## config.mk

```make
export PLATFORM = sky130hd
export DESIGN_NAME = proj_sorter_ctrl
export DESIGN_NICKNAME = d
export VERILOG_FILES = /design/src/rtl/proj_sorter_ctrl.sv
export SDC_FILE = /design/constraint.sdc
export NUM_CORES = 1
export LEC_CHECK = 0
export CAP_MARGIN = 20
export CORE_AREA = 8 8 111 113
export CTS_BUF_LIST = sky130_fd_sc_hd__clkbuf_2
export DETAILED_ROUTE_END_ITERATION = 10
export DIE_AREA = 0 0 119 121
export PLACE_DENSITY = 0.86
export SYNTH_ARGS = -nofsm -noshare
export SYNTH_HDL_FRONTEND = slang
export SYNTH_SLANG_ARGS = --single-unit
```

## constraint.sdc

```tcl
create_clock -name in_clk -period 7.2 [get_ports in_clk]
set_clock_uncertainty 0.1 [all_clocks]
set_input_delay 1.08 -clock in_clk [delete_from_list [all_inputs] [get_ports in_clk]]
set_output_delay 1.08 -clock in_clk [all_outputs]
set_load 0.02 [all_outputs]
```

## src/rtl/proj_sorter_ctrl.sv

```systemverilog
// Per-document sequencer for the MinHash smallest-K sorter: clears the sorter, streams elements,
// drains the sorter pipeline and holds the K smallest indices until the consumer takes them.
module proj_sorter_ctrl #(
    parameter int unsigned INDICES_COUNT  = 8,
    parameter int unsigned INDICE_LEN     = 8,
    parameter int unsigned SIGNATURE_LEN  = 32,
    parameter int unsigned SORTER_LATENCY = 1
) (
    input  logic                                in_clk,
    input  logic                                in_rst,
    input  logic                                in_valid,
    output logic                                out_ready,
    input  logic [SIGNATURE_LEN-1:0]            in_signature,
    input  logic [INDICE_LEN-1:0]               in_index,
    input  logic                                in_last,
    output logic                                out_srt_rst_n,
    output logic [SIGNATURE_LEN-1:0]            out_srt_signature,
    output logic [INDICE_LEN-1:0]               out_srt_index,
    input  logic [INDICES_COUNT*INDICE_LEN-1:0] in_srt_smallest_idx,
    output logic                                out_res_valid,
    input  logic                                in_res_ready,
    output logic [INDICES_COUNT*INDICE_LEN-1:0] out_res_idx,
    output logic [15:0]                         out_res_count,
    output logic                                out_res_short
);
    localparam int unsigned ResW   = INDICES_COUNT * INDICE_LEN;
    localparam int unsigned DrainW = $clog2(SORTER_LATENCY + 1);

    typedef enum logic [1:0] {StClear, StStream, StDrain, StResult} state_e;

    state_e            state_q, state_d;
    logic [15:0]       count_q, count_d;
    logic [DrainW-1:0] drain_q, drain_d;
    logic [ResW-1:0]   res_idx_q, res_idx_d;
    logic [15:0]       res_count_q, res_count_d;
    logic              res_short_q, res_short_d;
    logic              accept;
    logic              drain_done;

    assign accept     = in_valid && out_ready;
    assign drain_done = (drain_q == DrainW'(1));

    always_ff @(posedge in_clk or posedge in_rst) begin
        if (in_rst) begin
            state_q     <= StClear;
            count_q     <= '0;
            drain_q     <= '0;
            res_idx_q   <= '0;
            res_count_q <= '0;
            res_short_q <= 1'b0;
        end else begin
            state_q     <= state_d;
            count_q     <= count_d;
            drain_q     <= drain_d;
            res_idx_q   <= res_idx_d;
            res_count_q <= res_count_d;
            res_short_q <= res_short_d;
        end
    end

    always_comb begin
        state_d = state_q;
        case (state_q)
            StClear:  state_d = StStream;
            StStream: if (accept && in_last) state_d = StDrain;
            StDrain:  if (drain_done) state_d = StResult;
            StResult: if (in_res_ready) state_d = StClear;
            default:  state_d = StClear;
        endcase
    end

    always_comb begin
        count_d     = count_q;
        drain_d     = drain_q;
        res_idx_d   = res_idx_q;
        res_count_d = res_count_q;
        res_short_d = res_short_q;
        case (state_q)
            StClear: count_d = '0;
            StStream: begin
                if (accept && count_q != 16'hFFFF) count_d = count_q + 16'd1;
                // Preloaded every streaming cycle so it is ready on the edge into DRAIN
                drain_d = DrainW'(SORTER_LATENCY);
            end
            StDrain: begin
                drain_d = drain_q - DrainW'(1);
                if (drain_done) begin
                    res_idx_d   = in_srt_smallest_idx;
                    res_count_d = count_q;
                    res_short_d = (32'(count_q) < INDICES_COUNT);
                end
            end
            default: ;
        endcase
    end

    always_comb begin
        out_ready     = 1'b0;
        out_srt_rst_n = 1'b1;
        out_res_valid = 1'b0;
        case (state_q)
            StClear:  out_srt_rst_n = 1'b0;
            StStream: out_ready     = 1'b1;
            StResult: out_res_valid = 1'b1;
            default: ;
        endcase
    end

    // All-ones signature never displaces a sorter entry, so idle cycles are neutral
    assign out_srt_signature = accept ? in_signature : '1;
    assign out_srt_index     = accept ? in_index : '0;

    assign out_res_idx   = res_idx_q;
    assign out_res_count = res_count_q;
    assign out_res_short = res_short_q;

endmodule

```

======== Word-level counts from Yosys, hierarchy flattened ========
Cells that the tools add are included.
cells by class
  add/sub/neg operators ................... 2
  order comparisons ....................... 1
  reductions and logical operators ........ 9
  eq/ne operators ......................... 8
  mux-type cells .......................... 12
operators with widths
  operator                                                     number
  2-to-1 mux 32 bit                                            1
  one-hot mux 16 bit (2 select lines)                          1
  adder 16 x 1 -> 16 bit, second input constant                1
  less-than comparator 16 x 4 -> 1 bit, second input constant  1
  2-to-1 mux 16 bit                                            1
  != test 16 bit, second input constant                        1
  2-to-1 mux 8 bit                                             1
  != test 2 bit, second input constant                         4
  one-hot mux 2 bit (4 select lines)                           1
  2-to-1 mux 2 bit                                             3
  == test 2 bit, second input constant                         2
  AND reduction 2 bit                                          2
  nonzero test 2 bit                                           2
  logical AND 1 bit                                            3
  2-to-1 mux 1 bit                                             3
  AND reduction 3 bit                                          1
  == test 2 x 1 -> 1 bit, second input constant                1
  zero test 2 bit                                              1
  one-hot mux 1 bit (2 select lines)                           1
  subtractor 1 bit, second input constant                      1
word-level totals
  logic and storage cells ................. 38
  bits in registers ....................... 100
  bits of input ports ..................... 109
  output and inout bits ................... 124

======== Logic depth before layout (Yosys ltp) ========
  word-level depth ........................ 6
  mapped depth ............................ 7
  depth with buffers taken out ............ 6

======== Least setup slack after synthesis ========
OpenSTA, ideal clock, no wires.
  path type ............................... input-to-output
  from .................................... input port in_valid
  to ...................................... output port out_srt_signature[10]
  required time ........................... 6020 ps
  arrival time ............................ 1769 ps
  path buffers ............................ 1
  stages on the path ...................... 3
  setup slack ............................. 4251 ps
  path through ............................ and2_1 clkbuf_1 nand2b_1
on the way
  word-level cells in the longest chain between the ends .. 2
RTL lines
  item                RTL line  text
  start: declaration  11        input logic in_valid,
  logical AND 1 bit   40        assign accept = in_valid && out_ready;
  2-to-1 mux 32 bit   110       assign out_srt_signature = accept ? in_signature : '1;
  end: declaration    17        output logic [SIGNATURE_LEN-1:0] out_srt_signature,
No other way between the ends.

======== Final worst setup path ========
  from .................................... register state_q[1]
  to ...................................... output port out_srt_signature[23]
on the way
  word-level cells in the longest chain between the ends .. 4
RTL lines
  item                      RTL line  text
  start: declaration        31        state_e state_q, state_d;
  start signal: assignment  45        state_q <= StClear;
  start signal: assignment  52        state_q <= state_d;
  == test 2 x 1 -> 1 bit    101       case (state_q)
  2-to-1 mux 1 bit          101
  logical AND 1 bit         40
  2-to-1 mux 32 bit         110
No other way between the ends.

==> results.py <==
metrics = {
    "cells_and_area": {
        "nNetsFinal": 699,
        "layout_commonest_cell": "clkdlybuf4s50_1",
        "layout.cells.non_filler": 730,
        "layout-drive-gt1-share": 0.1780,
        "areaGrowthSynthToFinish_pct": 56.73,
        "diodes": 0,
        "mostFrequentLayoutCells": "clkdlybuf4s50_1, dfrtp_1, mux2_2, nand2b_1, nand2_1",
        "fillers": 789,
    },
    "drt": {
        "drt_iter0_drc": 377,
        "drt-met1-wl_mm": 5.801,
        "vias_per_cell": 5.208,
        "drcViolationCount": 0,
        "via_count": 3802,
        "wl_met3_mm": 1.502,
        "wl_per_cell_um": 19.32,
        "antenna_left": 0,
        "wl_met2_mm": 6.667,
        "drt_wl_total_mm": 14.10,
        "dr.pass1.iters": 4,
        "routed.top_layer": "met4",
    },
    "placed_design": {
        "port-buffer-count": 232,
        "hpwlAfterDp_mm": 11.06,
        "gp_congestion": 0.8945,
        "post-place-cells": 713,
    },
    "critical_path": {
        "cp_num_cells": 6,
        "crit_family": "buffers and inverters",
        "reg2regPathDepth": 7,
        "cp.buffers_inverters": 3,
        "path_class": "reg -> out",
        "crit_fanout": 27,
        "rrSetupSlack_ns": 4.28,
        "required_ns": 6.02,
        "crit_chain": "inv_1 -> ha_1 -> and2_1 -> buf_16 -> nand2b_1 -> clkdlybuf4s50_1",
        "critPathArrivalTime_ns": 3.17,
        "crit_path_start": "state_q[1]",
        "slowest_stage": "ha_1",
        "cpPeakStageDelay_ns": 0.69,
        "r2r-start": "state_q[1]",
        "end_kind": "output pin",
        "startpoint_type": "register",
    },
    "logic_synthesis": {
        "synthMuxAreaShare": 0.2088,
        "synth-adder-area-share": 0.01389,
        "syn_inst": 362,
        "ys_ff_latch": 100,
        "yosysWarnings": 0,
        "syn_nets": 476,
        "async_flop_share": 1.000,
        "ys_seq_area_frac": 0.5554,
        "synth-xor-area-share": 0,
        "synth_edf_count": 0,
        "synth_cell_types": 38,
        "netlist_area_sq_um": 4506,
        "synth-simple-area-share": 0.1366,
        "post_synth.cell_area_avg_sq_um": 12.45,
        "synth-compound-area-share": 0.05748,
        "synth_top_family_by_area": "multiplexers",
        "yosys_most_used_dff": "dfrtp_1",
    },
    "clock_tree": {
        "clock_insertion_delay_worst_skew_ns": 0.55,
        "cts_tree": "yes",
        "htreeDepth": 3,
        "post_cts_buffers": 0,
        "cts.sinks": 100,
        "cts_resized": 0,
        "cts.clk_slew.worst_paths_ns": 0.24,
        "cts_hold_buffers": 0,
        "cts_buffer_depth": 2,
        "cts_made_buffers": 9,
        "root_buffer": "clkbuf_2",
    },
    "floorplanning": {
        "die_h_um": 121,
        "start_util": 0.4249,
        "ioPinCount": 233,
        "core_sq_um": 10600,
        "die_area_sq_um": 14400,
        "die_w_um": 119,
        "row_count": 38,
    },
    "grt": {
        "track_usage": 0.1932,
        "grt_max_degree": 85,
        "grt_overflow": 0,
        "antenna_found_initial": 0,
        "grt_pass1_wl_mm": 22.07,
        "grt_pass1_vias": 4043,
    },
    "min_path": {
        "hp-class": "reg -> reg",
        "worstHoldPathCells": 2,
        "worstHoldStart": "out_res_short",
    },
    "timing": {
        "grt_setup_unrepaired": "no",
        "setup_viol": 0,
        "hold_viol": 0,
        "finalCritPeriodShare": 0.6036,
        "tightestPinTransition_ns": 1.093,
        "slew_headroom": 0.2712,
        "timing.final.crit_period_ns": 4.346,
        "slew_violations": 0,
        "max_freq_mhz": 230.1,
        "finalSetupTns_ns": 0,
    },
    "status": {
        "outcome": "complete, no violations",
    },
    "power": {
        "power_density_nw_per_um2": 363.1,
        "p_leak_nw": 2.949,
        "ir_drop_mv": 0.2576,
    },
    "run": {
        "maxCapViolations": 0,
    },
}
metrics by stage:
stage	hold slack, ns	setup slack, ns	cell area [sq um]	total power, mW	util
5_1_grt	0.4599	2.607	7062	2.708	0.6660
6_report	0.4234	2.854	7062	2.564	0.6660
3_3_place_gp	0.3675	2.729	6922	2.275	0.6528
3_5_place_dp	0.3821	2.518	6922	2.326	0.6528
4_1_cts	0.4319	2.376	7034	2.585	0.6634
2_1_floorplan	0.4019	3.401	4506	1.659	-
registers in the layout (all words and copies together) (netlist names):
| signal | count |
|---|---|
| out_res_count | 16 |
| drain_done | 1 |
| out_res_idx | 64 |
| state_q | 2 |
| count_q | 16 |
| out_res_short | 1 |
metal layers:
layer	GRT usage	vias to the layer above
met2	0.3224	231
li1	-	1744
met5	0	-
met4	0.05217	0
met1	0.2231	1815
met3	0.08283	12
power by group:
group | leakage, nW | switching (mW) | internal (mW) | total, mW
clock network | 0.0653 | 0.185 | 0.0781 | 0.263
logic | 1.65 | 0.677 | 0.739 | 1.42
registers | 1.24 | 0.114 | 0.770 | 0.885
final timing paths:
kind / end
max: out_srt_signature[23]
min: out_res_short
max reg2reg: count_q[6]
min reg2reg: out_res_short
max in group asynchronous: state_q[1]
min in group asynchronous: out_res_idx[28]
worst reg2reg max path, cell delays in order (launching register included):
cell	delay, ns
dfrtp_1	0.47
inv_1	0.09
ha_1	0.69
and2_1	0.49
buf_16	0.21
o41ai_2	0.20
or4_1	0.52
o211ai_1	0.10
kinds of logic after synthesis:
| family | Yosys count |
|---|---|
| buffers and inverters | 29 |
| flip-flops | 100 |
| AO/OA/AOI/OAI | 36 |
| adder cells (fa/ha/maj) | 5 |
| AND/OR/NAND/NOR | 108 |
| multiplexers | 84 |
cell usage after synthesis (all sizes together) (2+ instances only):
library cell | count | share of area
a31oi | 9 | 0.012
nand3 | 10 | 0.011
o41ai | 2 | 0.0056
or4 | 2 | 0.0033
mux2 | 80 | 0.20
a21oi | 4 | 0.0044
buf | 9 | 0.011
o211ai | 3 | 0.0050
nor2 | 6 | 0.0050
mux2i | 4 | 0.0089
nor3 | 6 | 0.0067
nand2 | 24 | 0.021
dfrtp | 100 | 0.56
and4 | 3 | 0.0061
ha | 5 | 0.014
inv | 7 | 0.0058
nand2b | 33 | 0.046
o21ai | 8 | 0.0089
nor4 | 4 | 0.0056
and3 | 11 | 0.015
nand4 | 6 | 0.012
o31ai | 3 | 0.0050
clkbuf | 13 | 0.011
area by class of cell:
type                       count  area [sq um]  area share
clock buffer                   9         45.04    0.006378
multi-input combinational    233          1886      0.2670
timing repair buffer         234          2357      0.3338
clock inverter                 7         67.56    0.009568
sequential                   100          2502      0.3544
tap                          140         175.2     0.02481
inverter                       7         28.78    0.004075
(Power assumes the default switching activity.)
